[config.mk]
export PLATFORM = sky130hd
export DESIGN_NAME = demux_tree_stream
export DESIGN_NICKNAME = d
export VERILOG_FILES = /design/src/rtl/demux_tree_stream.sv
export SDC_FILE = /design/constraint.sdc
export NUM_CORES = 1
export LEC_CHECK = 0
export CAP_MARGIN = 15
export CORE_ASPECT_RATIO = 0.5
export CORE_MARGIN = 2
export CORE_UTILIZATION = 49
export CTS_CLUSTER_DIAMETER = 40
export DETAILED_ROUTE_END_ITERATION = 8
export PLACE_DENSITY_LB_ADDON = 0.15
export SYNTH_ARGS = -nofsm -noshare
export SYNTH_HDL_FRONTEND = slang
export SYNTH_SLANG_ARGS = --single-unit
[constraint.sdc]
create_clock -name clk -period 2.6 [get_ports clk]
set_input_delay 0.26 -clock clk [delete_from_list [all_inputs] [get_ports clk]]
set_output_delay 0.26 -clock clk [all_outputs]
set_load 0.05 [all_outputs]
[src/rtl/demux_tree_stream.sv]
// demux_tree_stream: pipelined binary-tree stream demultiplexer, 1 input to
// 2**SEL_W outputs. Each pipeline stage resolves one select bit, MSB first, so
// a beat emerges SEL_W cycles after it is accepted. A single global advance
// signal freezes the whole pipe when the addressed consumer is not ready.
//
// Optional feature macro: DEMUX_TREE_DROP_EN
//   When defined, adds dest_en (per-output enable) and drop_cnt (saturating
//   16-bit dropped-beat counter). Beats reaching the last stage for a disabled
//   output are silently consumed instead of presented.

module demux_tree_stream #(
   parameter int DATA_W = 8,
   parameter int SEL_W  = 3
) (
   input  logic                    clk,
   input  logic                    rst,
   input  logic                    in_valid,
   output logic                    in_ready,
   input  logic [DATA_W-1:0]       in_data,
   input  logic [SEL_W-1:0]        in_sel,
   output logic [(1<<SEL_W)-1:0]   out_valid,
   input  logic [(1<<SEL_W)-1:0]   out_ready,
   output logic [DATA_W-1:0]       out_data
`ifdef DEMUX_TREE_DROP_EN
   ,
   input  logic [(1<<SEL_W)-1:0]   dest_en,
   output logic [15:0]             drop_cnt
`endif
);

   localparam int N    = 1 << SEL_W;
   localparam int LAST = SEL_W - 1;

   // Per-stage state. sel holds the select bits not yet resolved, left
   // aligned so the next bit to resolve is always the MSB. path accumulates
   // resolved bits; at the last stage it equals the full destination index.
   logic [SEL_W-1:0]  vld_q;
   logic [SEL_W-1:0]  vld_d;
   logic [DATA_W-1:0] data_q [SEL_W];
   logic [DATA_W-1:0] data_d [SEL_W];
   logic [SEL_W-1:0]  sel_q  [SEL_W];
   logic [SEL_W-1:0]  sel_d  [SEL_W];
   logic [SEL_W-1:0]  path_q [SEL_W];
   logic [SEL_W-1:0]  path_d [SEL_W];

   logic [SEL_W-1:0]  dest;
   logic [N-1:0]      destOneHot;
   logic              drop;
   logic              present;
   logic              stall;
   logic              advance;

   assign dest       = path_q[LAST];
   assign destOneHot = {{(N-1){1'b0}}, 1'b1} << dest;

`ifdef DEMUX_TREE_DROP_EN
   assign drop = vld_q[LAST] && !dest_en[dest];
`else
   assign drop = 1'b0;
`endif

   // Only the addressed output's ready matters; a dropped beat never stalls.
   assign present   = vld_q[LAST] && !drop;
   assign stall     = present && !out_ready[dest];
   assign advance   = !stall;
   assign in_ready  = advance;
   assign out_valid = present ? destOneHot : '0;
   assign out_data  = data_q[LAST];

   // Next-state of the tree: stage 0 takes the input and resolves the select
   // MSB; every later stage takes its predecessor and resolves one more bit.
   always_comb begin
      vld_d  = vld_q;
      data_d = data_q;
      sel_d  = sel_q;
      path_d = path_q;
      vld_d[0]  = in_valid;
      data_d[0] = in_data;
      sel_d[0]  = in_sel << 1;
      path_d[0] = SEL_W'(in_sel[SEL_W-1]);
      for (int k = 1; k < SEL_W; k++) begin
         vld_d[k]  = vld_q[k-1];
         data_d[k] = data_q[k-1];
         sel_d[k]  = sel_q[k-1] << 1;
         path_d[k] = (path_q[k-1] << 1) | SEL_W'(sel_q[k-1][SEL_W-1]);
      end
   end

   // Pipeline registers: the whole pipe shifts together or holds together,
   // so bubbles are preserved and outputs stay stable during a stall.
   always_ff @(posedge clk or posedge rst) begin
      if (rst) begin
         vld_q <= '0;
         for (int k = 0; k < SEL_W; k++) begin
            data_q[k] <= '0;
            sel_q[k]  <= '0;
            path_q[k] <= '0;
         end
      end else if (advance) begin
         vld_q  <= vld_d;
         data_q <= data_d;
         sel_q  <= sel_d;
         path_q <= path_d;
      end
   end

`ifdef DEMUX_TREE_DROP_EN
   logic [15:0] dropCnt_q;

   // Count consumed-but-not-presented beats, sticking at all ones.
   always_ff @(posedge clk or posedge rst) begin
      if (rst) begin
         dropCnt_q <= '0;
      end else if (drop && (dropCnt_q != 16'hFFFF)) begin
         dropCnt_q <= dropCnt_q + 16'd1;
      end
   end

   assign drop_cnt = dropCnt_q;
`endif

endmodule
### After elaboration in Yosys (flattened, before gate mapping)

Cells that the tools add are included.
W data, S select, Z words.

| word-level totals | value |
|---|---|
| flip-flop bits (word level) | 36 |
| bits of input ports | 22 |
| output and inout bits | 17 |
| word-level logic and storage cells | 19 |

| cells by class | value |
|---|---|
| $lt $le $gt $ge | 1 |
| shift operators | 1 |
| muxes and demuxes | 3 |
| bitwise gates (word level) | 2 |
| reduce and logical (&&, ||, !) cells | 3 |

Operators with widths:

| cell | count |
|---|---|
| $mux W8 | 1 |
| $shl A1 B3 Y8 const A | 1 |
| $lt A3 B4 Y1 const B | 1 |
| $bmux W1 S3 | 1 |
| $or A3 B1 Y3 | 1 |
| $logic_not A1 Y1 | 2 |
| $or A2 B1 Y2 | 1 |
| $logic_and A1 B1 Y1 | 1 |
| $mux W1 | 1 |

### Depth between registers and ports, before layout

Gate-level depths: netlist of run 1.

| logic depth | value |
|---|---|
| depth in word-level cells | 5 |
| depth in mapped cells | 6 |
| gate-level depth less buffers | 4 |

### Least setup slack after synthesis of run 1

Ideal clock, no wire load.

| timing path | value |
|---|---|
| path type | register to register |
| from | register path_q (netlist bit dest[1]) |
| to | register data_q (netlist bit out_data[0]) |
| library setup time | 0.125 ns |
| data arrival time | 1.796 ns |
| data required time | 2.475 ns |
| slack | 0.679 ns |
| stages on the path, launching flop included | 7 |
| buffers on the path | 2 |
| period minus slack after synthesis | 1.921 ns |
| cells stage by stage | dfrtp_1 > buf_6 > mux2i_1 > mux4_2 > nand2_4 > buf_12 > mux2_4 |

| between the ends | value |
|---|---|
| cells in the longest elaborated chain, start to end | 4 |

RTL lines:

| element | line | source |
|---|---|---|
| start, declared | 43 | `logic [SEL_W-1:0] path_q [SEL_W];` |
| start signal, assigned | 103 | `path_q <= path_d;` |
| $bmux W1 S3 | 64 | `assign stall = present && !out_ready[dest];` |
| $mux W1 (not written as such) | 64 |  |
| $logic_not A1 Y1 | 64 |  |
| $logic_and A1 B1 Y1 | 64 |  |
| end signal, assigned | 101 | `data_q <= data_d;` |
| end, declared | 39 | `logic [DATA_W-1:0] data_q [SEL_W];` |

Every way passes these cells. The select of a mux whose other input is x is not followed.
A chain may end at the register's enable or synchronous reset.

### Worst setup path in the final report of run 1

| timing path | value |
|---|---|
| from | register path_q (netlist bit dest[1]) |
| to | output port in_ready |

| between the ends | value |
|---|---|
| cells in the longest elaborated chain, start to end | 5 |

RTL lines:

| element | line | source |
|---|---|---|
| $bmux W1 S3 | 64 |  |
| $mux W1 (not written as such) | 64 |  |
| $logic_not A1 Y1 | 64 |  |
| $logic_and A1 B1 Y1 | 64 |  |
| $logic_not A1 Y1 | 65 | `assign advance = !stall;` |
| end, declared | 18 | `output logic in_ready,` |

Every way passes these cells. The select of a mux whose other input is x is not followed.

==> summary.md, run 1 <==
| Metric | Value |
|---|---|
| Status | completed |
| FF-to-FF setup slack | 0.43 ns |
| Worst path slowest cell | dfrtp_1 |
| Vias in the first global route | 997 |
| Dpl cells | 178 |
| FFs w/ async S/R, synth | 100% |
| Detailed-route via count | between 900 and 1000 |
| Initial Utilization | 53.5% |
| CP endpoint | in_ready |
| Via density | roughly 5.1 |
| 1st-iter DRT viols | 13 |
| Post-cts sizing count | 0 |
| Aggregate global routing overflow | 0 |
| Final setup skew | 0.00520 ns |
| Num Clock Sinks | 36 |
| Worst-margin pin slew | between 0.6 and 0.7 ns |
| Most common cell on crit path | buf_12 |
| Ports | 39 |
| Mapped Area | roughly 1700 sq um |
| FF-to-FF Start | dest[1]$_DFFE_PP0N_ |
| Area share of the largest cell type after synthesis | 53.7% |
| Fin. max-slew vios | 0 |
| Overall Power | 3.31 mW |
| Max IR drop VDD | 840 uV |
| Final count of hold timing violations | 0 |
| CP Data Required Time | between 2 and 2.5 ns |
| Die Width | between 80 and 90 um |
| Num CTS Buffers | 5 |
| Depth of the most critical reg-to-reg path | 5 |
| Number of synthesis warnings | 0 |
| Avg Inst Size Synth | between 15 and 20 sq um |
| N_diodes | 0 |
| Total wire length | 2640 um |
| Ratio of cells with drive above 1 in the final layout | 32.2% |
| Buf/Inv on CP | 2 |
| DP HPWL | roughly 1900 um |
| Seq cells post-synth | 36 |
| First-pass GRT wire length | approximately 4700 um |
| Filler instances | approximately 230 |
| Met3 Track Usage GR | 5.12% |
| Htree depth | 2 |
| Cell variety after synth | 15 |
| Hold Path Class | primary input to asynchronous set/reset pin |
| Tot GR Track Use | 16.3% |
| # DRC | 0 |
| Crit. Startpoint | dest[1]$_DFFE_PP0N_ |
| Max_slew headroom | 53.9% |
| Area taken by multi-input logic gates | 692 sq um |
| Drt pass-1 iters | 4 |
| Post-CTS setup buffer count | 0 |
| Largest net degree at the start of global routing | 25 |
| # nets final | 167 |
| Gpl congestion | 0.730 |
| Unrepaired setup endpoints after global routing | false |
| Worst setup SP type | flop |
| Port buffer count | 38 |
| Std-Cell Core Area | 3140 sq um |
| Largest cells by area after synthesis | dfrtp_1, mux2_4, mux2_2 |
| Max incr delay on CP | 0.60 ns |
| Seq/Total Area, Yosys | 53.7% |
| Die Span Y | 45.4 um |
| Die area | 3930 sq um |
| Fmax achieved | ~0.41 GHz |
| Endpoints failing setup | 0 |
| Post-Layout Cell Count | approximately 180 |
| Layout area overhead | 27.5% |
| Routed length per placed instance | 14.4 um |
| Met1 usage | 20.3% |
| Syn Nets | 125 |
| Crit path depth | 5 |
| FF-to-FF End | out_data[1]$_DFFE_PP0N_ |
| CP endpoint kind | primary output |
| Critical path peak fanout | 24 |
| Critical path arrival | 2.17 ns |
| Top cell type by total area after synthesis | dfrtp_1 |
| Leakage power figure | approximately 0.98 nW |
| Cell family with most CP delay | multiplexers |
| Ys flop type | dfrtp_1 |
| Tmin final | 2.43 ns |
| Final setup TNS | 0 ns |
| Gate Count Post-Synth | 103 |
| Final ANT Viol Nets | 0 |
| Worst-path clk slew | 0.06 ns |
| Antenna violations before repair | 0 |
| Worst Path Class, Setup | flop to primary output |
| Maximum root-to-sink buffer count | 2 |
| Worst skew pair latency | 0.28 ns |
| Register area | 901 sq um |
| PwrDens | 1550 nW/um^2 |
| Max Cap Viol | 0 |
| Gr busiest metal | met2 |
| CP cell instances | mux2i_1 -> mux4_2 -> nand2_4 -> buf_12 -> buf_12 |
| Met2 Usage GRT | 26.9% |
| EDFF count, synth | 0 |
| CTS tree | yes |
| Finished Core Util | between 60% and 70% |
| Hold-fix buffers, CTS | 0 |
| Root Buffer | clkbuf_8 |
| Row count | 14 |
| Period utilization | between 90% and 100% |
[final cells by class]
cell class,instances,share of cell area (%)
Clock buffer,5,3.22
Timing Repair Buffer,40,19.6
Inverter,2,0.351
Tap cell,40,2.34
Sequential cell,36,42.2
Multi-Input combinational cell,60,32.4
[how the worst min path moves through the flow]
stage	start	to	slack, ns	cells after the start
floorplan	in_sel[0]	sel_d[5]$_DFFE_PP0N_	0.41	1
global placement	vld_q[1]$_DFFE_PP0N_	vld_q[2]$_DFFE_PP0N_	0.45	1
detailed placement	vld_q[1]$_DFFE_PP0N_	vld_q[2]$_DFFE_PP0N_	0.46	1
CTS	rst	path_q[6]$_DFFE_PP0N_	0.41	2
global route	rst	path_q[6]$_DFFE_PP0N_	0.47	2
finish	rst	path_q[6]$_DFFE_PP0N_	0.39	2
[worst register-to-register path, stage by stage (launching register included)]
cell and delay [ns]:
dfrtp_1 0.60, mux2i_1 0.15, mux4_2 0.51, nand2_4 0.22, buf_12 0.25, mux2_4 0.33
[cells in the mapped netlist (2+ instances only)]
master	n
a21oi_1	2
buf_12	3
dfrtp_1	36
inv_1	2
mux2_2	6
mux2_4	28
mux2i_1	4
mux4_2	3
nand2_1	2
nand2b_1	5
nor2_1	7
nor3_1	2
[cells in the final DEF (no fill, tap or decap)]
master	Yosys	final
clkdlybuf4s50_1	0	37
dfrtp_1	36	36
mux2_4	28	28
nor2_1	7	7
mux2_2	6	6
nand2b_1	5	5
clkbuf_8	0	5
mux2i_1	4	4
mux4_2	3	3
nand2_1	2	2
nor3_1	2	2
inv_1	2	2
a21oi_1	2	2
buf_12	3	2
nand2_4	1	1
buf_4	0	1
[where the power goes]
group	internal (mW)	switching, mW
registers	0.864	0.220
logic	1.03	0.863
clock network	0.172	0.162
[through the flow]
step	hold slack (ns)	area [sq um]	setup slack (ns)
3_5_place_dp	0.458	2070	0.335
3_3_place_gp	0.447	2070	0.345
5_1_grt	0.471	2140	0.0171
2_1_floorplan	0.408	1680	0.679
6_report	0.390	2140	0.174
4_1_cts	0.409	2140	0.144
[routing by layer]
layer | part of all wire [%] | vias up
met5 | 0 | -
met4 | 1.2 | 0
met3 | 5.6 | 5
met2 | 47 | 30
met1 | 47 | 465
li1 | - | 437
[registers in the layout (all words and copies together) (netlist names)]
signal / cells
sel_q: 2
sel_d: 1
data_d: 16
dest: 3
path_q: 3
vld_q: 3
out_data: 8
[cell families after synthesis]
| group | count (synthesis) | share of synthesized area (%) |
|---|---|---|
| AOI/OAI and AO/OA | 2 | 0.597 |
| buffers and inverters | 7 | 5.00 |
| DFF | 36 | 53.7 |
| muxes | 41 | 35.5 |
| and+or+nand+nor | 17 | 5.15 |
Note: power is estimated with default switching activity, not from simulation.
==> run 2: changes to the inputs <==
--- a/constraint.sdc
+++ b/constraint.sdc
@@ -3,2 +3,2 @@
 set_output_delay 0.26 -clock clk [all_outputs]
-set_load 0.05 [all_outputs]
+set_load 0.02 [all_outputs]
==> run 2 against run 1 <==
- via count grew 0.75%
- sequential power is essentially flat
- critical path depth shrank 1
- die area is the same
- first-iteration DRC count grew 110%
- wire length shrank 1.8%
- final area grew 0.35%
- sequential cell count is the same
- cell count grew 2.2%
- global-route usage shrank 0.58 points
- worst setup slack gained 0.017 ns
- non-clock buffer count grew 1
- critical endpoint unchanged
- largest power group unchanged
- highest routed layer unchanged
==> summary.md, run 2 (synthesis results as in run 1) <==
| Metric | Value |
|---|---|
| Status | completed |
| Layout area overhead | 27.9% |
| Final ANT Viol Nets | 0 (unchanged) |
| # DRC | 0 (unchanged) |
| Clk network pwr share | 12.8% (+2.7 points) |
| First-pass GRT wire length | 4600 um (-1.6%) |
| Total wire length | 2600 um (-1.8%) |
| Worst-margin pin slew | 0.773 ns (+0.0821 ns) |
| Hold WS | 0.428 ns (+0.0377 ns) |
| Die area | 3930 sq um (unchanged) |
| Max IR drop VDD | 930 uV (+11%) |
| Net Sw Frac | 32.1% (-5.5 points) |
| CP endpoint kind | primary output |
| PwrDens | 1420 nW/um^2 (-8.1%) |
| Htree depth | 2 (unchanged) |
| CTS tree | yes |
| Die Width | 86.7 um (unchanged) |
| Endpoints failing setup | 0 (unchanged) |
| Final count of hold timing violations | 0 (unchanged) |
| Max Cap Viol | 0 (unchanged) |
| Net Sw Power | 979 uW (-21%) |
| Aggregate global routing overflow | 0 (unchanged) |
| Fmax achieved | 0.415 GHz (+0.70%) |
| Num Clock Sinks | 36 (unchanged) |
| Worst Path Class, Setup | flop to primary output |
| Worst-path clk slew | 0.06 ns (about the same) |
| Commonest non-fill, non-tap cell in the layout | clkdlybuf4s50_1 |
| Hold-fix buffers, CTS | 0 (unchanged) |
| Ratio of cells with drive above 1 in the final layout | 32.7% (+0.49 points) |
| Maximum root-to-sink buffer count | 2 (unchanged) |
| Detailed-route via count | 944 (+0.75%) |
| Tmin final | 2.41 ns (-0.0169 ns) |
| N_diodes | 0 (unchanged) |
| Ports | 39 (unchanged) |
| Gpl congestion | 0.686 (-6.1%) |
| Max FFs per register | 16 (unchanged) |
| Final setup skew | 0.00212 ns (-0.00308 ns) |
| Final setup TNS | 0 ns (unchanged) |
| Num CTS Buffers | 5 (unchanged) |
| Comb power frac | 51.8% (-5.4 points) |
| Hold Path Class | primary input to asynchronous set/reset pin |
| Max incr delay on CP | 0.60 ns (about the same) |
| Routed length per placed instance | 13.9 um (-3.9%) |
| DP HPWL | 1790 um (-5.8%) |
| Drt pass-1 iters | 4 (unchanged) |
| Root Buffer | clkbuf_8 |
| Die Span Y | 45.4 um (unchanged) |
| Leakage power figure | 0.985 nW (+0.22%) |
| Antenna violations before repair | 0 (unchanged) |
| # nets final | 168 (+0.60%) |
| Row count | 14 (unchanged) |
| Worst setup SP type | flop |
| Worst skew pair latency | 0.28 ns (about the same) |
| Vias in the first global route | 1019 (+2.2%) |
| Period utilization | 92.7% (-0.65 points) |
| 1st-iter DRT viols | 27 (+14) |
| Largest net degree at the start of global routing | 22 (-12%) |
| Buf/Inv on CP | 1 (-1) |
| Tot GR Track Use | 15.7% (-0.58 points) |
| Port buffer count | 38 (unchanged) |
| Std-Cell Core Area | 3140 sq um (unchanged) |
| Most frequent cells in the layout | clkdlybuf4s50_1, dfrtp_1, mux2_4 |
| Worst path slowest cell | clkdlybuf4s50_1 |
| Via density | 5.05 (-1.4%) |
| Critical path arrival | 2.15 ns (-0.02 ns) |
| Critical path peak fanout | 12 (-50%) |
| CP cell instances | mux2i_1 -> mux4_2 -> nand2_4 -> clkdlybuf4s50_1 |
| Sequential power share | 35.4% (+2.7 points) |
| Initial Utilization | 53.5% (unchanged) |
| CP Data Required Time | 2.34 ns (about the same) |
| Pint | 2.07 mW (+0.35%) |
| Cell family with most CP delay | multiplexers |
| Max_slew headroom | 48.4% (-5.5 points) |
| Fin. max-slew vios | 0 (unchanged) |
| Unrepaired setup endpoints after global routing | false |
[run 2: final cells by class]
class	instances	area (sq um)
Fill cell	248	991
Sequential cell	36	902
Multi-Input combinational cell	60	692
Timing Repair Buffer	41	403
Clock buffer	8	90.1
Tap cell	40	50.0
Inverter	2	7.51
[run 2: stage by stage]
stage	power (mW)	worst slack, ns	std cells	cell area (sq um)	util (%)
final	3.05	0.191	187	2140	68.4
after global routing	3.26	0.121	187	2140	68.4
after CTS	3.09	0.0729	187	2140	68.4
after detailed placement	2.68	0.306	179	2050	65.5
after global placement	2.66	0.298	179	2050	65.5
after floorplan	2.41	0.710	103	1680	-
[run 2: per-layer routing]
metal  routed length (um)  GRT usage (%)  share of wire, %
met1                 1290           20.2                50
met5                    0              0                 0
met4                   13           5.63              0.50
met2                 1150           25.4                44
met3                  148           5.48               5.7
[run 2: power groups by stage]
stage / sequential (mW) / clock (mW) / combinational, mW
final: 1.08 / 0.390 / 1.58
after global routing: 1.13 / 0.430 / 1.70
after CTS: 1.08 / 0.407 / 1.60
after detailed placement: 1.09 / 0 / 1.59
after global placement: 1.09 / 0 / 1.57
after floorplan: 1.08 / 0 / 1.32
[run 2: final timing paths]
| path | slack, ns | cells past startpoint | startpoint | endpoint |
|---|---|---|---|---|
| setup reg to reg | 0.54 | 5 | dest[1]$_DFFE_PP0N_ | data_d[5]$_DFFE_PP0N_ |
| min in group clk | 0.47 | 1 | vld_q[1]$_DFFE_PP0N_ | vld_q[2]$_DFFE_PP0N_ |
| max in group asynchronous | 1.48 | 3 | rst | out_data[3]$_DFFE_PP0N_ |
| setup / recovery | 0.19 | 4 | dest[1]$_DFFE_PP0N_ | in_ready |
| hold reg to reg | 0.47 | 1 | vld_q[1]$_DFFE_PP0N_ | vld_q[2]$_DFFE_PP0N_ |
| hold / removal | 0.43 | 2 | rst | path_q[6]$_DFFE_PP0N_ |
[run 2: what timing repair did]
| action | CTS | global route |
|---|---|---|
| endpoints found under the setup margin | 0 | 1 |
| setup buffers | 0 | 0 |
| resized for setup | 0 | 1 |
==> run 3: changes to the inputs <==
==> constraint.sdc (replaced) <==
create_clock -name clk -period 2.6 [get_ports clk]
set_input_delay 0.52 -clock clk [delete_from_list [all_inputs] [get_ports clk]]
set_output_delay 0.52 -clock clk [all_outputs]
set_load 0.02 [all_outputs]
==> run 3 against run 2 <==
- die area is the same
- total power rose by 0.73%
- worst hold slack better by 0.033 ns
- wire length is 2.5% higher
- clock-buffer cell count shrank 2
- sequential power about the same
- maximum frequency down 4.0%
- cell count rose by 0.53%
- final area up 0.41%
- utilization rose by 0.28 points
- first-iteration DRC count increased by 11%
- critical path type is now primary input to primary output
- critical endpoint unchanged
==> summary.md, run 3 (synthesis results as in run 1) <==
| Metric | Value |
|---|---|
| Die Span Y | 45.4 um (unchanged) |
| Worst-path clk slew | 0.07 ns (about the same) |
| CTS tree | yes |
| First-pass GRT wire length | 4530 um (-1.5%) |
| Total wire length | 2660 um (+2.5%) |
| Fmax achieved | 0.398 GHz (-4.0%) |
| Worst setup SP type | primary input |
| DP Area | 2060 sq um (+0.37%) |
| Pint | 2.07 mW (-0.14%) |
| CP Data Required Time | 2.08 ns (-0.26 ns) |
| Hold-fix buffers, CTS | 0 (unchanged) |
| Critical path arrival | 1.99 ns (-0.16 ns) |
| Std-Cell Core Area | 3140 sq um (unchanged) |
| Commonest non-fill, non-tap cell in the layout | clkdlybuf4s50_1 |
| Max_slew headroom | 62.4% (+14 points) |
| 1st-iter DRT viols | 30 (+11%) |
| Post-CTS setup buffer count | 0 (unchanged) |
| Finished Core Util | 68.7% (+0.28 points) |
| Net Sw Power | 1.00 mW (+2.6%) |
| # DRC | 0 (unchanged) |
| Max IR drop VDD | 763 uV (-18%) |
| Comb power frac | 52.5% (+0.7 points) |
| CP endpoint kind | primary output |
| Final WS setup | 0.0896 ns (-0.101 ns) |
| Vias in the first global route | 956 (-6.2%) |
| Ports | 39 (unchanged) |
| Net Sw Frac | 32.7% (+0.58 points) |
| Pre-CTS setup slack | -0.216 ns (-0.522 ns) |
| Max Cap Viol | 0 (unchanged) |
| Num Clock Sinks | 36 (unchanged) |
| Die area | 3930 sq um (unchanged) |
| PwrDens | 1430 nW/um^2 (+0.32%) |
| Dpl cells | 180 (+0.56%) |
| Initial Utilization | 53.5% (unchanged) |
| Antenna violations before repair | 0 (unchanged) |
| DP HPWL | 1830 um (+2.5%) |
| Worst Path Class, Setup | primary input to primary output |
| Status | completed |
| Final count of hold timing violations | 0 (unchanged) |
| Drt pass-1 iters | 2 (-2) |
| Layout area overhead | 28.4% |
| N_diodes | 0 (unchanged) |
| Leakage power figure | 0.997 nW (+1.2%) |
| Fin. max-slew vios | 0 (unchanged) |
| Period utilization | 96.6% (+3.9 points) |
| Tot GR Track Use | 16.0% (+0.28 points) |
| # nets final | 169 (+0.60%) |
| Worst skew pair latency | 0.29 ns (about the same) |
| Final ANT Viol Nets | 0 (unchanged) |
| Detailed-route via count | 933 (-1.2%) |
| Post-Layout Cell Count | 188 (+0.53%) |
| Die Width | 86.7 um (unchanged) |
| Hold WS | 0.461 ns (+0.0334 ns) |
| Post-route cell area | 2150 sq um (+0.41%) |
| Via density | 4.96 (-1.7%) |
| Unrepaired setup endpoints after global routing | false |
| Final setup skew | 0.00289 ns (+0.000770 ns) |
| Largest net degree at the start of global routing | 37 (+68%) |
| Port buffer count | 38 (unchanged) |
| Critical path peak fanout | 2 (-10) |
| Maximum root-to-sink buffer count | 2 (unchanged) |
| Worst-margin pin slew | 0.564 ns (-0.209 ns) |
| Num CTS Buffers | 5 (unchanged) |
| Ratio of cells with drive above 1 in the final layout | 33.8% (+1.1 points) |
| Row count | 14 (unchanged) |
| Clk network pwr share | 13.1% (+0.3 points) |
| Most frequent cells in the layout | clkdlybuf4s50_1, dfrtp_1, mux2_4 |
| Hold Path Class | flop to flop |
| Routed length per placed instance | 14.2 um (+2.0%) |
| Aggregate global routing overflow | 0 (unchanged) |
| Htree depth | 2 (unchanged) |
| Max FFs per register | 16 (unchanged) |
| Tmin final | 2.51 ns (+0.101 ns) |
| Endpoints failing setup | 0 (unchanged) |
| Sequential power share | 34.4% (-1.0 points) |
| Gpl congestion | 0.721 (+5.2%) |
| Root Buffer | clkbuf_8 |
==> run 3: changes by cell type in the layout (fill, tap and decap cells not counted) <==
| cell | delta |
|---|---|
| clkbuf_1 | -2 |
| dfrtp_2 | -1 |
| clkdlybuf4s50_1 | -1 |
| clkdlybuf4s15_1 | +1 |
| buf_4 | +1 |
| clkinv_2 | +2 |
| dfrtp_1 | +1 |
==> run 3: layout make-up <==
| type | instances | area (sq um) |
|---|---|---|
| clock inverter | 2 | 10.0 |
| clock buffer | 6 | 82.6 |
| fill | 223 | 982 |
| timing repair buffer | 42 | 410 |
| tap | 40 | 50.0 |
| inverter | 2 | 7.51 |
| multi-input combinational | 60 | 692 |
| sequential | 36 | 901 |
==> run 3: worst max-delay path: stages <==
cell	delay, ns
clkdlybuf4s50_1	0.48
mux2i_1	0.08
mux4_2	0.51
nand2_4	0.10
clkdlybuf4s15_1	0.30
==> run 3: path summary, 6_finish.rpt <==
| path | depth (start not counted) | slack (ns) | startpoint | to |
|---|---|---|---|---|
| max in group asynchronous | 3 | 1.67 | rst | data_d[14]$_DFFE_PP0N_ |
| worst min register to register | 1 | 0.46 | vld_q[1]$_DFFE_PP0N_ | vld_q[2]$_DFFE_PP0N_ |
| worst max-delay path | 5 | 0.09 | out_ready[7] | in_ready |
| min in group asynchronous | 3 | 0.62 | rst | path_q[6]$_DFFE_PP0N_ |
| worst min-delay path | 1 | 0.46 | vld_q[1]$_DFFE_PP0N_ | vld_q[2]$_DFFE_PP0N_ |
| worst max register to register | 5 | 0.35 | dest[1]$_DFFE_PP0N_ | data_d[14]$_DFFE_PP0N_ |
==> run 3: stage by stage <==
stage                     total power [mW]  TNS (ns)
after CTS                             3.11         0
final                                 3.07         0
after global routing                  3.28         0
after global placement                2.67     -2.35
after floorplan                       2.41         0
after detailed placement              2.70     -2.99
==> run 3: power by group through the flow <==
stage	registers (mW)	logic, mW	clock network [mW]
floorplan	1.08	1.32	0
CTS	1.06	1.64	0.417
global placement	1.06	1.61	0
detailed placement	1.07	1.64	0
global route	1.10	1.74	0.438
finish	1.06	1.62	0.403
==> run 3: repair_timing <==
action | CTS | global route
endpoints found under the setup margin | 1 | 1
hold endpoints to repair | 0 | 0
gates resized for setup | 1 | 1
gates cloned | 0 | 0
==> run 3: metal layers <==
metal,track usage [%],vias to the layer above,part of all wire (%)
met2,25.4,29,44
li1,-,443,-
met4,6.56,0,1.6
met1,20.2,456,48
met3,6.22,5,6.4
met5,0,-,0
